[src/rtl/tdes_pkg.sv]
// Shared Triple-DES sequencer definitions: FSM states, mode and key-set codes,
// IP/FP bit tables (1-based, bit 1 = MSB) and the lookup helper used by tdes_perm.
package tdes_pkg;

  typedef enum logic [1:0] {
    ST_IDLE = 2'd0,
    ST_RUN  = 2'd1,
    ST_DONE = 2'd2
  } tdes_state_e;

  localparam logic MODE_ENC = 1'b0;
  localparam logic MODE_DEC = 1'b1;

  localparam logic [1:0] KSET_K1 = 2'd0;
  localparam logic [1:0] KSET_K2 = 2'd1;
  localparam logic [1:0] KSET_K3 = 2'd2;

  localparam int ROUNDS_PER_STAGE = 16;

  localparam int IP_TAB [64] = '{
    58, 50, 42, 34, 26, 18, 10, 2,
    60, 52, 44, 36, 28, 20, 12, 4,
    62, 54, 46, 38, 30, 22, 14, 6,
    64, 56, 48, 40, 32, 24, 16, 8,
    57, 49, 41, 33, 25, 17,  9, 1,
    59, 51, 43, 35, 27, 19, 11, 3,
    61, 53, 45, 37, 29, 21, 13, 5,
    63, 55, 47, 39, 31, 23, 15, 7
  };

  localparam int FP_TAB [64] = '{
    40, 8, 48, 16, 56, 24, 64, 32,
    39, 7, 47, 15, 55, 23, 63, 31,
    38, 6, 46, 14, 54, 22, 62, 30,
    37, 5, 45, 13, 53, 21, 61, 29,
    36, 4, 44, 12, 52, 20, 60, 28,
    35, 3, 43, 11, 51, 19, 59, 27,
    34, 2, 42, 10, 50, 18, 58, 26,
    33, 1, 41,  9, 49, 17, 57, 25
  };

  // Source bit (1-based) feeding output bit pos+1 of IP (inverse=0) or FP (inverse=1).
  function automatic int des_perm_src(input bit inverse, input int pos);
    return inverse ? FP_TAB[pos] : IP_TAB[pos];
  endfunction

endpackage

[src/rtl/tdes_perm.sv]
// Pure-wiring DES initial permutation (INVERSE=0) or final permutation (INVERSE=1).
module tdes_perm
  import tdes_pkg::*;
#(
  parameter bit INVERSE = 1'b0
) (
  input  logic [63:0] din,
  output logic [63:0] dout
);

  for (genvar i = 0; i < 64; i++) begin : g_bit
    localparam int SRC = des_perm_src(INVERSE, i);
    assign dout[63-i] = din[64-SRC];
  end

endmodule

[src/rtl/tdes_round_ctrl.sv]
// Iterative single/triple DES round sequencer around an external round function.
// Optional build macro TDES_ABORT_EN adds an abort input that drops the block in flight.
module tdes_round_ctrl
  import tdes_pkg::*;
#(
  parameter int NUM_STAGES = 3
) (
  input  logic        clk,
  input  logic        rst_n,
`ifdef TDES_ABORT_EN
  input  logic        abort,
`endif
  input  logic        in_valid,
  output logic        in_ready,
  input  logic        in_mode,
  input  logic [63:0] in_data,
  output logic        out_valid,
  input  logic        out_ready,
  output logic [63:0] out_data,
  output logic [31:0] f_r,
  output logic [1:0]  f_key_set,
  output logic [3:0]  f_key_idx,
  input  logic [31:0] f_in,
  output logic        busy
);

  if (NUM_STAGES != 1 && NUM_STAGES != 3) begin : g_bad_stages
    $error("tdes_round_ctrl: NUM_STAGES must be 1 or 3");
  end

  localparam logic [1:0] LAST_STAGE = 2'(NUM_STAGES - 1);

  tdes_state_e state;
  logic [1:0]  stage;
  logic [3:0]  round;
  logic        mode;
  logic [31:0] l_q;
  logic [31:0] r_q;
  logic [63:0] ip_data;
  logic [63:0] fp_data;
  logic        abort_req;
  logic        stage_dec;

  tdes_perm #(.INVERSE(1'b0)) u_ip (.din(in_data),    .dout(ip_data));
  tdes_perm #(.INVERSE(1'b1)) u_fp (.din({l_q, r_q}), .dout(fp_data));

`ifdef TDES_ABORT_EN
  assign abort_req = abort;
`else
  assign abort_req = 1'b0;
`endif

  // Middle stage of a 3-stage block runs opposite to the block mode (EDE / DED).
  assign stage_dec = mode ^ (stage == 2'd1);

  always_comb begin
    f_key_set = KSET_K1;
    f_key_idx = '0;
    f_r       = '0;
    if (state == ST_RUN) begin
      f_key_set = (mode == MODE_DEC) ? (LAST_STAGE - stage) : stage;
      f_key_idx = stage_dec ? (4'd15 - round) : round;
      f_r       = r_q;
    end
  end

  assign in_ready = rst_n && (state == ST_IDLE);
  assign busy     = (state != ST_IDLE);
  assign out_data = out_valid ? fp_data : '0;

  always_ff @(posedge clk or negedge rst_n) begin
    if (!rst_n) begin
      state     <= ST_IDLE;
      stage     <= '0;
      round     <= '0;
      mode      <= MODE_ENC;
      l_q       <= '0;
      r_q       <= '0;
      out_valid <= 1'b0;
    end else if (abort_req && state != ST_IDLE) begin
      state     <= ST_IDLE;
      stage     <= '0;
      round     <= '0;
      l_q       <= '0;
      r_q       <= '0;
      out_valid <= 1'b0;
    end else begin
      case (state)
        ST_IDLE: begin
          if (in_valid) begin
            {l_q, r_q} <= ip_data;
            mode       <= in_mode;
            stage      <= '0;
            round      <= '0;
            state      <= ST_RUN;
          end
        end
        ST_RUN: begin
          // Last round skips the swap, which is FP of this stage followed by IP of the next.
          if (round == 4'(ROUNDS_PER_STAGE - 1)) begin
            l_q   <= l_q ^ f_in;
            round <= '0;
            if (stage == LAST_STAGE) begin
              state     <= ST_DONE;
              out_valid <= 1'b1;
            end else begin
              stage <= stage + 2'd1;
            end
          end else begin
            l_q   <= r_q;
            r_q   <= l_q ^ f_in;
            round <= round + 4'd1;
          end
        end
        ST_DONE: begin
          if (out_ready) begin
            state     <= ST_IDLE;
            out_valid <= 1'b0;
          end
        end
        default: begin
          state     <= ST_IDLE;
          out_valid <= 1'b0;
        end
      endcase
    end
  end

endmodule

[config.mk]
export PLATFORM = sky130hd
export DESIGN_NAME = tdes_round_ctrl
export DESIGN_NICKNAME = d
export VERILOG_FILES = /design/src/rtl/tdes_pkg.sv /design/src/rtl/tdes_perm.sv /design/src/rtl/tdes_round_ctrl.sv
export SDC_FILE = /design/constraint.sdc
export NUM_CORES = 1
export LEC_CHECK = 0
export ABC_AREA = 1
export CAP_MARGIN = 20
export CORE_MARGIN = 10
export CORE_UTILIZATION = 45
export DETAILED_ROUTE_END_ITERATION = 10
export DONT_BUFFER_PORTS = 1
export HOLD_SLACK_MARGIN = 0.02
export PLACE_DENSITY = 0.67
export SLEW_MARGIN = 15
export SYNTH_ARGS = -nofsm -noshare
export SYNTH_HDL_FRONTEND = slang
export SYNTH_SLANG_ARGS = --single-unit
[constraint.sdc]
create_clock -name clk -period 1.98 [get_ports clk]
set_input_delay 0 -clock clk [delete_from_list [all_inputs] [get_ports clk]]
set_output_delay 0 -clock clk [all_outputs]
set_load 0.005 [all_outputs]
==> results of run 1 <==
## worst max path at each step
stage                               end  slack [ps]  cells after the start
floorplan           r_q[12]$_DFFE_PN0P_         580                      7
global placement    r_q[15]$_DFFE_PN0P_         330                      7
detailed placement  r_q[11]$_DFFE_PN0P_         250                      7
CTS                        f_key_idx[3]         200                      5
global route               f_key_idx[3]         100                      5
finish                     f_key_idx[2]         220                      5
## sequential cells by signal, indices dropped and copies added (netlist names)
| signal | count |
|---|---|
| state | 2 |
| l_q | 32 |
| round | 4 |
| out_valid | 1 |
| mode | 1 |
| stage | 2 |
| r_q | 32 |
## cells by family (layout without fill, tap and decap cells)
logic type               count (synthesis)  after routing
AND/OR/NAND/NOR                        385            385
adder cells (fa/ha/maj)                  3              3
XOR/XNOR                                 3              3
buffers and inverters                  282            369
AO/OA/AOI/OAI                          177            177
flip-flops                              74             74
## report_power, final
group	switching, uW	internal [uW]
Sequential	675	2280
Clock	609	879
Combinational	3530	1720
Total	4810	4890
## metrics by stage
stage / util (%) / instances / worst slack (ps) / hold WS (ps) / cell area (um^2)
4_1_cts: 57.7 / 1158 / 196 / 83.7 / 6870
5_1_grt: 57.7 / 1158 / 97.5 / 96.5 / 6870
2_1_floorplan: - / 924 / 580 / -296 / 5440
6_report: 57.7 / 1158 / 223 / 79.8 / 6870
3_3_place_gp: 46.8 / 1041 / 330 / -292 / 5570
3_5_place_dp: 46.8 / 1041 / 250 / -292 / 5570
## cells in the final DEF (no fill, tap or decap), drive strengths merged
cell type	netlist	final
a21oi	132	132
buf	31	15
clkbuf	13	15
dfrtp	74	74
dlygate4sd3	0	101
ha	3	3
inv	238	238
nand2	276	276
nand3	35	35
nand3b	1	1
nand4	1	1
nor2	71	71
o21ai	43	43
o22ai	2	2
or2	1	1
xnor2	2	2
xor2	1	1
## critical path, cell delays in order, from the launching register on
cell and delay (ps):
dfrtp_1 370, inv_1 70, ha_1 190, xnor2_1 400
o21ai_0 140, a21oi_1 250
## metal layers
metal  share of wire (%)  vias to the layer above
met1                  42                     2536
met4                 1.8                        0
met3                 9.1                       27
met5                   0                        -
met2                  47                      245
li1                    -                     2904
## final cells by class
class / instances / area [um^2]
fill: 1097 / 5040
multi-input combinational: 568 / 2490
sequential: 74 / 1850
timing repair buffer: 116 / 1190
inverter: 238 / 893
clock buffer: 15 / 258
tap: 147 / 184
## what timing repair did
item,in CTS,in global routing
hold buffers,102,0
endpoints found under the hold margin,141,0
gates resized for setup,0,0
==> results.toml, run 1 <==
[run_status]
status = "completed"

[clocking]
clkTransAtPathRegs_ps = 60
cts_buffer_depth = 2
h-tree-depth = 3
root_buffer = "clkbuf_16"
numCtsBuffers = 9
post_cts_buffers = 0
clock-sinks = 74
insertion_delay_ps = 340
cts_tree = "yes"

[synth]
async_reset_ff_share_pct = 100
synth-compound-area-share_pct = 16.3
synth_xor_area_share_pct = 0.483
yosys_warnings = 0
syn_area_mm2 = 0.00544
synthMuxAreaShare_pct = 0
synth_top_area_share_pct = 34.0
syn_nets = 1028
post-synth-top-count-cell = "nand2_1"
ys_types = 23
ys_top_cells_by_count = "nand2_1 (273), inv_1 (235), a21oi_1 (132), dfrtp_1 (74), nor2_1 (70)"
synth_top_family_by_area = "simple AND/OR/NAND/NOR gates"
avgSynthCellArea_um2 = 5.89
ys_ff_latch = 74
synth.largest_area_cell = "dfrtp_1"
ys_seq_area_share_pct = 34.0
synth_cells = 924
ys_top_cells_by_area = "dfrtp_1 (34%), nand2_1 (19%), inv_1 (16%)"
synth_edf_count = 0
yosys_most_used_dff = "dfrtp_1"
synth_adder_area_share_pct = 0.689
synth-simple-area-share_pct = 27.9

[grt]
grt_overflow_total = 0
met3_usage_pct = 6.17
grt.met1_usage_pct = 24.0
grt_pass1_vias = 5635
grt_usage_pct = 20.3
grt_max_degree = 75
grt_first_pass_wirelength_mm = 27.7
grt-busiest-layer = "met2"
antenna_found_initial = 0
grtUsageMet2_pct = 34.4

[sta]
tightest_slew_ps = 578
rsz0062_at_grt = "no"
fmax_mhz = 569
fin_setup_tns_ps = 0
fin_crit_ps = 1760
hold_viol = 0
fin_worst_skew_ps = 7.32
slew-limit-headroom_pct = 61.4
setup_viol = 0
drv_slew = 0
fin_crit_sh_pct = 88.8

[pwr]
vdd_drop_max_mv = 0.774
p_total_uw = 9700
leakagePower_uw = 0.00408
powerDensity_mw_per_mm2 = 1410

[floorplanning]
die_y_um = 130
fp-row-count = 40
chipWidth_um = 130
core_region_area_mm2 = 0.0119
ioPinCount = 206
design.die.area_mm2 = 0.0169
initial_core_util_pct = 45.7

[worst_setup_path]
startpoint_type = "register"
crit_arrival_ps = 1760
required_ps = 1980
crit_start = "stage[1]$_DFFE_PN0P_"
path_max_fanout = 7
setup.worst_path.class = "reg -> out"
reg2reg_to = "r_q[15]$_DFFE_PN0P_"
regToRegSetupSlack_ps = 230
reg2regPathDepth = 7
endpoint_kind = "output pin"
reg2reg_from = "round[0]$_DFFE_PN0P_"

[cells_and_area]
antenna_cells = 0
drive_gt1_share_pct = 3.56
nets = 1111
syn_to_final_growth_pct = 26.2

[routing]
drtIter0Drc = 450
dr_total_vias = 5712
drc = 0
routed_wirelength_mm = 17.6
final_antenna_net_count = 0
viasPerCell = 4.93
drt_pass1_iterations = 8
wl_per_cell_um = 15.2

[placement]
place_hpwl_mm = 11.8
gp_congestion = 0.852
portBuffers = 0

[flow_run]
maxCapViolCount = 0

[worst_hold_path]
min-delay-start = "rst_n"
hold_class = "in -> out"
holdPathStages = 2
hold-path-endpoint = "in_ready"
No activity file was read; power rests on OpenSTA's default activity.
==> inputs of run 2 (changes only) <==
Settings changed: ABC_AREA 1 to unset, CORE_UTILIZATION 45 to 30, PLACE_DENSITY 0.67 to 0.51.
Clock period 1.98 ns to 1.8 ns, I/O delays scaled along.
==> results.toml, run 2 <==
[worst_setup_path]
endpoint_kind = "register"
path_cells = "nand2b_4, nor2_1, a21oi_1, dlygate4sd3_1, o21ai_1"
setup.worst_path.class = "reg -> reg"
critPathSlowestCell = "dlygate4sd3_1"
startpoint_type = "register"
critPathBufInv = 1
critPathMaxStageDelay_ps = 580
crit_arrival_ps = 1880
regToRegSetupSlack_ps = 140
required_ps = 2020
crit_family = "buffers and inverters"
path_max_fanout = 14
reg2reg_from = "state[1]$_DFFE_PN0P_"
reg2regPathDepth = 5
reg2reg_to = "r_q[29]$_DFFE_PN0P_"

[synth]
synth-compound-area-share_pct = 25.8
synth_xor_area_share_pct = 5.34
ys_seq_area_share_pct = 30.5
synth_top_area_share_pct = 30.5
yosys_most_used_dff = "dfrtp_1"
syn_area_mm2 = 0.00607
async_reset_ff_share_pct = 100
synth.largest_area_cell = "dfrtp_1"
synth_edf_count = 0
ys_ff_latch = 74
synth-simple-area-share_pct = 29.2
synth_cells = 774
syn_nets = 878
ys_top_cells_by_area = "dfrtp_1 (31%), a211oi_2 (13%), and2_1 (10%)"
yosys_warnings = 0
synthMuxAreaShare_pct = 0.350
ys_top_cells_by_count = "nor2_1 (105), a21oi_1 (98), and2_1 (97), dfrtp_1 (74), a211oi_2 (64)"
synth_top_family_by_area = "simple AND/OR/NAND/NOR gates"
avgSynthCellArea_um2 = 7.84
post-synth-top-count-cell = "nor2_1"
ys_types = 36
synth_adder_area_share_pct = 0.618

[clocking]
h-tree-depth = 3
clkTransAtPathRegs_ps = 70
clock-sinks = 74
root_buffer = "clkbuf_16"
post_cts_buffers = 0
numCtsBuffers = 9
cts_tree = "yes"
cts_buffer_depth = 2
insertion_delay_ps = 350

[routing]
dr_total_vias = 5837
drtIter0Drc = 326
drt_pass1_iterations = 6
drc = 0
routed_wirelength_mm = 21.2
wl_per_cell_um = 18.3
viasPerCell = 5.04
final_antenna_net_count = 0

[pwr]
powerDensity_mw_per_mm2 = 1520
vdd_drop_max_mv = 0.610
leakagePower_uw = 0.00335

[sta]
drv_slew = 0
fin_crit_sh_pct = 92.2
tightest_slew_ps = 487
fin_setup_tns_ps = 0
setup_viol = 0
fin_crit_ps = 1660
rsz0062_at_grt = "no"
finalWorstSetupSlack_ps = 140
fmax_mhz = 602
slew-limit-headroom_pct = 67.6
hold_viol = 0
fin_worst_skew_ps = 9.86

[grt]
antenna_found_initial = 0
grt_usage_pct = 15.9
grt_pass1_vias = 5957
grt_first_pass_wirelength_mm = 33.8
grt_max_degree = 75
grt_overflow_total = 0

[floorplanning]
initial_core_util_pct = 30.9
die_y_um = 162
design.die.area_mm2 = 0.0263
ioPinCount = 206
core_region_area_mm2 = 0.0197
chipWidth_um = 162
fp-row-count = 51

[cells_and_area]
antenna_cells = 0
nets = 991
layout_common_cells = "nor2_1 (105), dlygate4sd3_1 (104), a21oi_1 (98)"
layout_commonest_cell = "nor2_1"
syn_to_final_growth_pct = 32.6
fillers = 2021
drive_gt1_share_pct = 16.9
reg_top3 = "l_q (32), r_q (32), round (4)"

[worst_hold_path]
holdPathStages = 3
hold-path-endpoint = "mode$_DFFE_PN0P_"
hold_class = "in -> reg"
min-delay-start = "in_valid"

[run_status]
status = "completed"

[placement]
pre_cts_ws_ps = 180
portBuffers = 0
place_hpwl_mm = 14.3
gp_congestion = 0.743

[flow_run]
maxCapViolCount = 0
[run 2: final cells by class]
| type | count | area [um^2] | share of cell area, % |
|---|---|---|---|
| Clock buffer | 11 | 233 | 2.89 |
| Timing Repair Buffer | 167 | 1670 | 20.8 |
| Multi-Input combinational cell | 599 | 3740 | 46.5 |
| Inverter | 36 | 135 | 1.68 |
| Clock inverter | 5 | 78.8 | 0.980 |
| Tap cell | 265 | 332 | 4.12 |
| Sequential cell | 74 | 1860 | 23.1 |
[run 2: metrics by stage]
step | hold slack, ps | area [um^2] | instances | total power (uW) | utilization [%]
3_3_place_gp | -290 | 6640 | 1035 | 9900 | 33.8
3_5_place_dp | -289 | 6640 | 1035 | 9920 | 33.8
6_report | 82.7 | 8050 | 1157 | 12200 | 40.9
5_1_grt | 86.6 | 8050 | 1157 | 13300 | 40.9
2_1_floorplan | -296 | 6070 | 774 | 7970 | -
4_1_cts | 74.8 | 8040 | 1157 | 12300 | 40.9
[run 2: cells by family after synthesis]
family,after synthesis
AOI/OAI and AO/OA,211
xor gates and xnor gates,37
muxes,2
buffers and inverters,101
and+or+nand+nor,346
DFF,74
adders and majority gates,3
[run 2: power by group]
group          switching, uW  internal [uW]  leakage [uW]
clock                    770           1210      0.000153
sequential              1130           2510      0.000875
combinational           3240           3350       0.00232
total                   5140           7070       0.00335
[run 2: what timing repair did]
| action | in CTS | in global routing |
|---|---|---|
| endpoints found under the setup margin | 0 | 4 |
| hold buffers | 106 | 0 |
| resized for setup | 0 | 1 |
| endpoints found under the hold margin | 143 | 0 |
[run 2: routing by layer]
| layer | share of wire, % | global-route usage, % | vias to the layer above |
|---|---|---|---|
| met3 | 6.2 | 5.11 | 15 |
| met4 | 1.0 | 3.31 | 0 |
| met2 | 48 | 26.3 | 153 |
| met1 | 45 | 19.7 | 2791 |
| li1 | - | - | 2878 |
| met5 | 0 | 0 | - |
[run 2: how the worst max path moves through the flow]
stage	start	endpoint	slack [ps]	depth (start not counted)
after floorplan	round[0]$_DFFE_PN0P_	r_q[2]$_DFFE_PN0P_	100	8
after global placement	round[0]$_DFFE_PN0P_	r_q[16]$_DFFE_PN0P_	200	6
after detailed placement	round[0]$_DFFE_PN0P_	r_q[22]$_DFFE_PN0P_	180	6
after CTS	stage[1]$_DFFE_PN0P_	f_key_idx[2]	50	5
after global routing	state[1]$_DFFE_PN0P_	r_q[30]$_DFFE_PN0P_	0.6	5
final	state[1]$_DFFE_PN0P_	r_q[29]$_DFFE_PN0P_	140	5
[run 2: worst reg2reg max path: stages (launching register included)]
cell	delay, ps
dfrtp_2	400
nand2b_4	280
nor2_1	90
a21oi_1	130
dlygate4sd3_1	580
o21ai_1	60
